**src/rtl/qpsk_tx_sched.sv**
```systemverilog
// qpsk_tx_sched -- transmit symbol scheduler in front of the QPSK modulator.
//
// Takes a byte stream and serializes each byte MSB-first into 2-bit {I,Q}
// symbols, one strobe every sps cycles, pausing while the modulator is not
// ready. Frames are sized by a byte count latched on start. o_done pulses at
// normal frame end; o_underrun is sticky when a payload byte arrives late.
//
// Build option: define QPSK_SCHED_PREAMBLE_EN to prefix every frame with
// PREAMBLE_LEN alternating 00/11 symbols. Without it no preamble logic is
// built and start goes straight to the payload phase.
module qpsk_tx_sched #(
  parameter int SPS_W        = 8,
  parameter int PREAMBLE_LEN = 16
) (
  input  logic             clk,
  input  logic             rst_n,
  input  logic             i_start,
  input  logic             i_abort,
  input  logic [7:0]       i_len,
  input  logic [SPS_W-1:0] i_sps,
  input  logic [7:0]       i_data,
  input  logic             i_data_valid,
  output logic             o_data_ready,
  input  logic             i_mod_ready,
  output logic             o_I,
  output logic             o_Q,
  output logic             o_valid,
  output logic             o_busy,
  output logic             o_done,
  output logic             o_underrun
);

  // Frame states
  localparam logic [1:0] ST_IDLE    = 2'd0;
  localparam logic [1:0] ST_PAYLOAD = 2'd2;

`ifdef QPSK_SCHED_PREAMBLE_EN
  localparam logic [1:0] ST_PREAMBLE = 2'd1;
  // Preamble symbol index counts 0 .. PREAMBLE_LEN-1
  localparam int               PRE_W    = (PREAMBLE_LEN > 1) ? $clog2(PREAMBLE_LEN) : 1;
  localparam logic [PRE_W-1:0] PRE_LAST = PRE_W'(PREAMBLE_LEN - 1);

  logic [PRE_W-1:0] pre_cnt_r;
`else
  // Preamble length has no meaning when the preamble is not built
  localparam int unused_preamble_len = PREAMBLE_LEN;
`endif

  logic [1:0]       state_r;
  logic [SPS_W-1:0] sps_r;          // latched samples-per-symbol, never 0
  logic [SPS_W-1:0] cnt_r;          // cycles until the next strobe is allowed
  logic [7:0]       bytes_left_r;   // payload bytes still to be accepted
  logic [7:0]       shift_r;        // current payload byte, symbol in [7:6]
  logic [2:0]       sym_left_r;     // symbols of shift_r not yet sent

  logic             busy_s;
  logic             abort_s;
  logic             start_s;
  logic             in_payload_s;
  logic             sym_avail_s;
  logic [1:0]       sym_s;
  logic             tick_s;
  logic             fire_s;
  logic             ready_s;
  logic             accept_s;
  logic             frame_end_s;
  logic             underrun_hit_s;

  // Symbol on offer and whether one is available in the current state
  always_comb begin
    sym_avail_s = 1'b0;
    sym_s       = 2'b00;
    case (state_r)
`ifdef QPSK_SCHED_PREAMBLE_EN
      ST_PREAMBLE: begin
        // even index -> 00, odd index -> 11
        sym_avail_s = 1'b1;
        sym_s       = {pre_cnt_r[0], pre_cnt_r[0]};
      end
`endif
      ST_PAYLOAD: begin
        sym_avail_s = (sym_left_r != 3'd0);
        sym_s       = shift_r[7:6];
      end
      default: begin
        sym_avail_s = 1'b0;
        sym_s       = 2'b00;
      end
    endcase
  end

  assign busy_s       = (state_r != ST_IDLE);
  assign abort_s      = i_abort & busy_s;
  // Abort outranks start, and start is only honoured when idle
  assign start_s      = i_start & ~i_abort & ~busy_s;
  assign in_payload_s = (state_r == ST_PAYLOAD);

  // A tick needs the spacing counter expired, the modulator ready and a symbol
  assign tick_s = (cnt_r == {SPS_W{1'b0}}) & i_mod_ready & sym_avail_s;
  assign fire_s = tick_s & ~abort_s;

  // Take the next byte when the shifter is empty, or when its last symbol
  // leaves this cycle so the following byte lines up without a slip
  assign ready_s = in_payload_s & (bytes_left_r != 8'd0) &
                   ((sym_left_r == 3'd0) | ((sym_left_r == 3'd1) & tick_s));
  // A byte handed over in the abort cycle is dropped with the frame
  assign accept_s = ready_s & i_data_valid & ~abort_s;

  assign frame_end_s = in_payload_s & (sym_left_r == 3'd0) & (bytes_left_r == 8'd0);

  // Last symbol of a byte goes out while the next byte is still owed
  assign underrun_hit_s = fire_s & in_payload_s & (sym_left_r == 3'd1) &
                          (bytes_left_r != 8'd0) & ~i_data_valid;

  assign o_data_ready = ready_s;
  assign o_busy       = busy_s;

  // Frame sequencing: state, latched frame parameters, preamble index
  always_ff @(posedge clk or negedge rst_n) begin
    if (!rst_n) begin
      state_r      <= ST_IDLE;
      sps_r        <= SPS_W'(1);
      bytes_left_r <= 8'd0;
`ifdef QPSK_SCHED_PREAMBLE_EN
      pre_cnt_r    <= {PRE_W{1'b0}};
`endif
    end else if (abort_s) begin
      state_r <= ST_IDLE;
    end else begin
      case (state_r)
        ST_IDLE: begin
          if (start_s) begin
            // sps of 0 behaves as 1
            sps_r        <= (i_sps == {SPS_W{1'b0}}) ? SPS_W'(1) : i_sps;
            bytes_left_r <= i_len;
`ifdef QPSK_SCHED_PREAMBLE_EN
            pre_cnt_r    <= {PRE_W{1'b0}};
            state_r      <= ST_PREAMBLE;
`else
            state_r      <= ST_PAYLOAD;
`endif
          end
        end
`ifdef QPSK_SCHED_PREAMBLE_EN
        ST_PREAMBLE: begin
          if (fire_s) begin
            pre_cnt_r <= pre_cnt_r + PRE_W'(1);
            if (pre_cnt_r == PRE_LAST) begin
              state_r <= ST_PAYLOAD;
            end
          end
        end
`endif
        ST_PAYLOAD: begin
          if (frame_end_s) begin
            state_r <= ST_IDLE;
          end else if (accept_s) begin
            bytes_left_r <= bytes_left_r - 8'd1;
          end
        end
        default: begin
          state_r <= ST_IDLE;
        end
      endcase
    end
  end

  // Strobe spacing counter and the payload shift register
  always_ff @(posedge clk or negedge rst_n) begin
    if (!rst_n) begin
      cnt_r      <= {SPS_W{1'b0}};
      sym_left_r <= 3'd0;
      shift_r    <= 8'd0;
    end else if (start_s) begin
      // first strobe may go out on the very next edge
      cnt_r      <= {SPS_W{1'b0}};
      sym_left_r <= 3'd0;
    end else begin
      if (fire_s) begin
        cnt_r <= sps_r - SPS_W'(1);
      end else if (cnt_r != {SPS_W{1'b0}}) begin
        cnt_r <= cnt_r - SPS_W'(1);
      end

      // a load in the same cycle as the last symbol's tick wins over the shift
      if (accept_s) begin
        shift_r    <= i_data;
        sym_left_r <= 3'd4;
      end else if (fire_s && in_payload_s) begin
        shift_r    <= {shift_r[5:0], 2'b00};
        sym_left_r <= sym_left_r - 3'd1;
      end
    end
  end

  // Registered modulator-facing strobe, symbol bits and status flags
  always_ff @(posedge clk or negedge rst_n) begin
    if (!rst_n) begin
      o_valid    <= 1'b0;
      o_I        <= 1'b0;
      o_Q        <= 1'b0;
      o_done     <= 1'b0;
      o_underrun <= 1'b0;
    end else begin
      o_valid <= fire_s;
      // symbol bits hold their last value between strobes
      if (fire_s) begin
        {o_I, o_Q} <= sym_s;
      end
      o_done <= frame_end_s & ~abort_s;
      if (start_s) begin
        o_underrun <= 1'b0;
      end else if (underrun_hit_s) begin
        o_underrun <= 1'b1;
      end
    end
  end

endmodule

```
**config.mk**
```make
export PLATFORM = sky130hd
export DESIGN_NAME = qpsk_tx_sched
export DESIGN_NICKNAME = d
export VERILOG_FILES = /design/src/rtl/qpsk_tx_sched.sv
export SDC_FILE = /design/constraint.sdc
export NUM_CORES = 1
export LEC_CHECK = 0
export BUFFER_PORTS_ARGS = -buffer_cell sky130_fd_sc_hd__buf_4
export CELL_PAD_IN_SITES_DETAIL_PLACEMENT = 2
export CELL_PAD_IN_SITES_GLOBAL_PLACEMENT = 2
export CORE_MARGIN = 4
export CORE_UTILIZATION = 37
export DETAILED_ROUTE_END_ITERATION = 10
export PLACE_DENSITY_LB_ADDON = 0.1
export RECOVER_POWER = 100
export SLEW_MARGIN = 20
export SYNTH_ARGS = -nofsm -noshare
export SYNTH_HDL_FRONTEND = slang
export SYNTH_SLANG_ARGS = --single-unit
export TNS_END_PERCENT = 30
```
**constraint.sdc**
```tcl
create_clock -name clk -period 4 [get_ports clk]
set_input_delay 0.6 -clock clk [delete_from_list [all_inputs] [get_ports clk]]
set_output_delay 0.6 -clock clk [all_outputs]
set_load 0.05 [all_outputs]
```
* Yosys cells after proc, flatten, opt, wreduce, memory -nomap -nowiden
Index checks and enable logic that the tools add are counted.
Storage, ports and cells: register bits 42, word-level logic and storage cells 86, input port bits 30, output and inout port bits 7
Cells by class: equality and inequality tests 7, add/sub/neg operators 4, reductions and logical operators 19, bitwise operators 24, muxes and demuxes 21
Operators by type and width (number):
- 8-bit 2-to-1 mux | 9
- 8-bit logical NOT | 3
- 8-bit by 1-bit subtractor with 8-bit output (second input constant) | 3
- 1-bit bitwise AND | 18
- 8-bit case mux with 2 select lines | 1
- 8-bit nonzero test | 2
- 3-bit 2-to-1 mux | 3
- 3-bit nonzero test | 3
- 2-bit 2-to-1 mux | 4
- 2-bit nonzero test | 4
- 1-bit inverter | 5
- 5-bit AND reduction | 1
- 2-bit inequality test (second input constant) | 2
- 2-bit case mux with 2 select lines | 1
- 2-bit AND reduction | 2
- 3-bit by 1-bit == test with 1-bit output (second input constant) | 1
- 3-bit logical NOT | 1
- 1-bit 2-to-1 mux | 3
- 3-bit by 2-bit inequality test with 1-bit output (second input constant) | 1
- 3-bit inequality test (second input constant) | 1
- 3-bit AND reduction | 1
- 3-bit by 1-bit subtractor with 3-bit output (second input constant) | 1
- 2-bit == test (second input constant) | 1
- 2-bit logical NOT | 1
- 3 further kinds | 3

* Logic depth before layout (Yosys ltp)
Gate-level depths: netlist (run 1).
depth after elaboration 11, mapped depth 11

* Worst setup path before layout (run 1)
No wires, ideal clock.
path type reg2out, start register state_r[1], end output port o_data_ready, required time 3.400 ns, data arrival time 1.829 ns, buffers on the path 2, stages on the path, launching flop included 4, slack 1.571 ns, cells stage by stage dfrtp_1 > clkbuf_1 > clkbuf_1 > and3_1
Between the ends: cells in the longest elaborated chain, start to end 6
RTL lines:
- start: declaration | line 49 | logic [1:0] state_r;
- start signal: assignment | line 121 | state_r <= ST_IDLE;
- start signal: assignment | line 128 | state_r <= ST_IDLE;
- start signal: assignment | line 140 | state_r <= ST_PAYLOAD;
- 2-bit == test (*) | line 73, 96
- 1-bit 2-to-1 mux | line 73 | case (state_r)
- 1-bit bitwise AND | line 99 | assign tick_s = (cnt_r == {SPS_W{1'b0}}) & i_mod_ready & sym_avail_s;
- 1-bit bitwise AND | line 105 | ((sym_left_r == 3'd0) | ((sym_left_r == 3'd1) & tick_s));
- 1-bit bitwise OR | line 105
- 1-bit bitwise AND (*) | line 104 | assign ready_s = in_payload_s & (bytes_left_r != 8'd0) &
- end: declaration | line 23 | output logic o_data_ready,
Mark *: on every way between the ends. The rest lies on a longest branch, timed or not.

* Worst setup path after layout (run 1)
Ends and elaborated chain as after synthesis.

==> impl_metrics.toml, run 1 <==
[run_status]
run_status = "finished with violations"
violations = "max-capacitance violations, max-slew violations"

[pwr]
pwr_density_cell_nw_per_um2 = 556
leakagePower_nw = 1.20
ir_drop_uv = 197

[clock_tree]
clock_path_buffers = 2
cts_tree = "built"
clkTransAtPathRegs_ns = 0.09
clk_latency_ns = 0.30
holdBufCountCts = 0
htreeDepth = 2
post_cts_buffers = 0
cts_buffers = 5
ctsResizeCount = 0
cts-root-buf = "clkbuf_8"
cts_sinks = 41

[die]
rows = 28
fp.dieH_um = 86.8
core_area_sq_um = 5960
start_util_pct = 38.6
die_x_um = 86.8
dieArea_sq_um = 7530
ios = 37

[setup_path]
regToRegStartpoint = "state_r[1]"
required_ns = 3.40
critPathLaunchType = "flop"
r2r_end = "bytes_left_r[5]"
rrSetupSlack_ns = 0.84
arrival_ns = 2.61
path_class = "flop to output pin"
cp-startpoint = "state_r[1]"
worst_setup_path_end_kind = "output pin"
ff2ff_path_depth = 5
critPathMaxFanout = 22

[sta]
setup_tns_ns = 0
drv_slew = 42
fin_skew_ns = 0.00545
hold_viol_final = 0
finalCriticalPeriod_ns = 3.21
whs_ns = 0.476
max_clock_freq_ghz = 0.311
slew_headroom_pct = -55.5
period_share_pct = 80.3
rsz0062_at_grt = "false"
worstMarginPinSlew_ns = 2.33
fin_ws_ns = 0.786
finalSetupViolCount = 0

[layout]
nNetsFinal = 314
layout-drive-gt1-share_pct = 16.5
nFillCells = 679
num_antenna_cells = 0
area_growth_pct = 14.8

[global_route]
track_usage_pct = 18.4
antenna_found_initial = 0
grt_overflow = 0
grt_pass1_wl_mm = 10.8
grt_pass1_vias = 2103
grt_max_degree = 42

[synthesis]
synth.distinct_cells = 50
ys.flop_type = "dfrtp_1"
async_flop_share_pct = 100
syn_nets = 280
synth_edf_count = 0
yosysSeqAreaShare_pct = 44.7
ys_ff_latch = 41
avgSynthCellArea_sq_um = 9.41
synth.cell_area_sq_um = 2300
yosysWarningCount = 0
syn_inst = 244

[routing]
via_per_inst = 5.44
routedWlPerCell_um = 18.1
totalWireLength_mm = 6.40
firstDrtPassIters = 4
drc = 0
ant_nets = 0
first_iter_violations = 63
vias = 1926

[worst_hold_path]
min_to = "o_I"
worstHoldStart = "o_I"
hp-class = "flop to flop"
min_path_cells = 2

[placed_design]
port_buffers = 36
preCtsSetupSlack_ns = 1.08
gp_congestion = 0.741
dp_hpwl_mm = 4.55

[run]
cap_violations = 1
-- worst max path at each step --
stage	cells past startpoint	slack (ns)	to
global route	5	0.53	bytes_left_r[5]
floorplan	3	1.57	o_data_ready
finish	4	0.79	o_data_ready
global placement	9	1.21	cnt_r[6]
detailed placement	9	1.08	cnt_r[6]
CTS	9	1.0	cnt_r[6]
-- cell families after synthesis --
group	Yosys count	share of synthesized area, %
AOI/OAI and AO/OA	50	17.3
xor gates and xnor gates	5	1.91
adders and majority gates	6	3.27
buffers and inverters	20	4.63
DFF	41	44.7
muxes	10	4.41
and+or+nand+nor	112	23.7
-- worst max-delay path, cell delays in order (launching register included) --
cell      delay [ns]
dfrtp_1         0.83
nand4b_1        0.36
o31ai_1         0.44
and3_1          0.21
clkbuf_1        0.47
-- sequential cells by signal (all words and copies together), names as in the netlist --
| name | cells |
|---|---|
| o_underrun | 1 |
| shift_r | 8 |
| o_I | 1 |
| sym_left_r | 3 |
| state_r | 1 |
| sps_r | 8 |
| bytes_left_r | 8 |
| o_Q | 1 |
| o_valid | 1 |
| cnt_r | 8 |
| o_done | 1 |
-- area by class of cell --
class	instances	area (sq um)	share of cell area, %
Multi-Input combinational cell	183	1110	42.1
Sequential cell	41	1030	39.0
Timing Repair Buffer	37	248	9.40
Tap cell	75	93.8	3.56
Clock buffer	6	82.6	3.13
Clock inverter	2	37.5	1.42
Inverter	10	37.5	1.42
-- per-layer routing --
layer | vias up | track usage [%] | share of wire [%]
met1 | 966 | 23.6 | 46
met2 | 34 | 32.4 | 50
met5 | - | 0 | 0
met4 | 0 | 4.25 | 0.94
li1 | 921 | - | -
met3 | 5 | 3.14 | 2.6
-- metrics by stage --
stage / power (mW) / cell area, sq um / utilization, % / std cells
floorplan: 1.00 / 2300 / - / 244
global placement: 1.12 / 2600 / 43.6 / 346
detailed placement: 1.15 / 2600 / 43.6 / 346
CTS: 1.52 / 2720 / 45.7 / 354
global route: 1.58 / 2640 / 44.3 / 354
finish: 1.47 / 2640 / 44.3 / 354
-- Yosys cell counts (3+ instances only) --
cell type | count | area, sq um
nand2_1 | 47 | 176
dfrtp_1 | 40 | 1000
clkbuf_1 | 5 | 18.8
nor3b_1 | 3 | 22.5
mux2i_1 | 9 | 90.1
o21ai_2 | 7 | 61.3
nand4_1 | 3 | 18.8
nand3b_1 | 4 | 30.0
nor2_1 | 22 | 82.6
inv_1 | 10 | 37.5
and2_1 | 3 | 18.8
nor3_1 | 7 | 35.0
xor2_1 | 3 | 26.3
buf_6 | 4 | 45.0
o21ai_0 | 8 | 40.0
nand3_1 | 5 | 25.0
a21oi_1 | 13 | 65.1
nor4_1 | 3 | 18.8
ha_1 | 6 | 75.1
-- power by group --
group | total (mW) | internal [mW] | switching, mW
clock | 0.359 | 0.203 | 0.156
combinational | 0.461 | 0.199 | 0.262
sequential | 0.646 | 0.529 | 0.117
-- cell usage in the layout (no fill, tap or decap), types with 3 or more instances in the layout --
cell,n
mux2i_1,9
a21oi_1,13
dfrtp_1,40
o21ai_0,15
clkbuf_1,8
nand3_1,5
nor3b_1,3
nand4_1,3
inv_1,10
a31oi_1,3
o31ai_1,3
nor2_1,22
buf_4,29
nor3_1,7
nor4_1,3
clkbuf_8,6
nand3b_1,4
xor2_1,3
ha_1,6
nand2_1,47
Note: power is estimated with default switching activity, not from simulation.
==> run 2, diff against run 1 <==
Settings changed: CORE_UTILIZATION 37 to 35.
Clock period 4 ns to 3.3 ns, I/O delays scaled along.
==> run 2 against run 1 <==
Die area up 5.2%; cell count up 1.7%; hold slack worse by 0.083 ns; the flow still finishes with violations (max-capacitance violations, max-slew violations); critical endpoint unchanged; sequential share of layout area down 0.42 points; critical path type unchanged.
==> impl_metrics.toml, run 2 (synthesized netlist as in run 1, its figures left out) <==
[run_status]
run_status = "finished with violations"
violations = "max-capacitance violations, max-slew violations"

[setup_path]
worst_setup_path_end_kind = "output pin"
crit_chain = "nand4b_1 > o31ai_1 > and3_1 > clkbuf_2"
critPathMaxFanout = 22
cp_slowest_cell = "dfrtp_1"
critPathLaunchType = "flop"
arrival_ns = 2.38
cp_slowest_stage_delay_ns = 0.82
regToRegStartpoint = "state_r[1]"
rrSetupSlack_ns = 0.52
r2r_end = "bytes_left_r[5]"
required_ns = 2.80
path_class = "flop to output pin"
path_delay_family = "flip-flops"
crit_buf_inv = 1
ff2ff_path_depth = 5

[layout]
nNetsFinal = 318
layout-drive-gt1-share_pct = 17.7
nFillCells = 704
layout_commonest_cell = "nand2_1"
fin_cells = 360
final_cell_mix = "nand2_1 (47), dfrtp_1 (40), buf_4 (29), nor2_1 (22)"
final_core_util_pct = 42.0
num_antenna_cells = 0
area_growth_pct = 16.1

[global_route]
use_met1_pct = 22.3
grt_overflow = 0
antenna_found_initial = 0
track_usage_pct = 18.1
use_met2_pct = 32.4
grt_max_degree = 42
busiest_layer = "met2"
grt_pass1_vias = 2151
grt_pass1_wl_mm = 10.8
grt_use_met3_pct = 3.13

[sta]
finalCriticalPeriod_ns = 2.88
rsz0062_at_grt = "false"
drv_slew = 42
worstMarginPinSlew_ns = 2.30
max_clock_freq_ghz = 0.347
slew_headroom_pct = -53.2
fin_skew_ns = 0.00848
hold_viol_final = 0
finalSetupViolCount = 0
period_share_pct = 87.2
fin_ws_ns = 0.421
setup_tns_ns = 0

[die]
dieArea_sq_um = 7920
die_x_um = 89.0
fp.dieH_um = 89.0
core_area_sq_um = 6350
ios = 37
start_util_pct = 36.2
rows = 29

[clock_tree]
htreeDepth = 2
cts_tree = "built"
cts-root-buf = "clkbuf_8"
clkTransAtPathRegs_ns = 0.09
cts_sinks = 41
clock_path_buffers = 2
ctsResizeCount = 0
post_cts_buffers = 0
clk_latency_ns = 0.30
cts_buffers = 5
holdBufCountCts = 0

[pwr]
netSwitchingFraction_pct = 36.5
pwr-share-seq_pct = 43.8
leakagePower_nw = 1.22
p_comb_share_pct = 31.9
pwr_density_cell_nw_per_um2 = 672
ir_drop_uv = 229
power_mw = 1.79
internal_power_mw = 1.14
clockPowerShare_pct = 24.3
p_sw_uw = 654

[placed_design]
gp_congestion = 0.770
preCtsSetupSlack_ns = 0.769
dpl.cell_count = 352
dp_hpwl_mm = 4.68
port_buffers = 36

[worst_hold_path]
worstHoldStart = "i_data[1]"
min_path_cells = 3
hp-class = "primary input to flop"
min_to = "shift_r[1]"

[routing]
routedWlPerCell_um = 18.2
totalWireLength_mm = 6.54
ant_nets = 0
vias = 1947
via_per_inst = 5.41
first_iter_violations = 54
firstDrtPassIters = 4
drc = 0

[run]
cap_violations = 1
[run 2: worst register-to-register path, cell delays in order (launching register included)]
cell and delay, ns:
dfrtp_1 0.82, nor2_1 0.15, and2_1 0.37, a31oi_1 0.79, o21ai_0 0.28, a221oi_2 0.29
[run 2: area by class of cell]
class,instances,area [sq um],area share (%)
multi-input combinational,183,1120,42.0
sequential,41,1030,38.5
timing repair buffer,41,265,9.95
tap,77,96.3,3.62
clock buffer,6,82.6,3.10
clock inverter,2,37.5,1.41
inverter,10,37.5,1.41
[run 2: power groups by stage]
stage	Combinational [mW]	Clock (mW)	Sequential, mW
5_1_grt	0.650	0.474	0.804
6_report	0.571	0.435	0.784
4_1_cts	0.617	0.453	0.783
3_3_place_gp	0.569	0	0.783
3_5_place_dp	0.605	0	0.789
2_1_floorplan	0.465	0	0.748
[run 2: metrics by stage]
step           cell area [sq um]  hold WS [ns]
4_1_cts                     2750         0.200
3_5_place_dp                2630         0.483
6_report                    2670         0.394
3_3_place_gp                2630         0.460
2_1_floorplan               2300         0.199
5_1_grt                     2670         0.392
[run 2: worst max path at each step]
stage | cells after the start | from | slack, ns | to
2_1_floorplan | 3 | state_r[1] | 0.98 | o_data_ready
3_3_place_gp | 5 | state_r[1] | 0.91 | bytes_left_r[5]
3_5_place_dp | 5 | state_r[1] | 0.77 | bytes_left_r[5]
4_1_cts | 4 | state_r[1] | 0.53 | o_data_ready
5_1_grt | 4 | state_r[1] | 0.19 | o_data_ready
6_report | 4 | state_r[1] | 0.42 | o_data_ready
[run 2: routing by layer]
layer,vias up,wire length (um),share of wire [%]
met5,-,0,0
met4,0,70,1.1
met1,976,2950,45
met2,29,3280,50
li1,937,-,-
met3,5,235,3.6
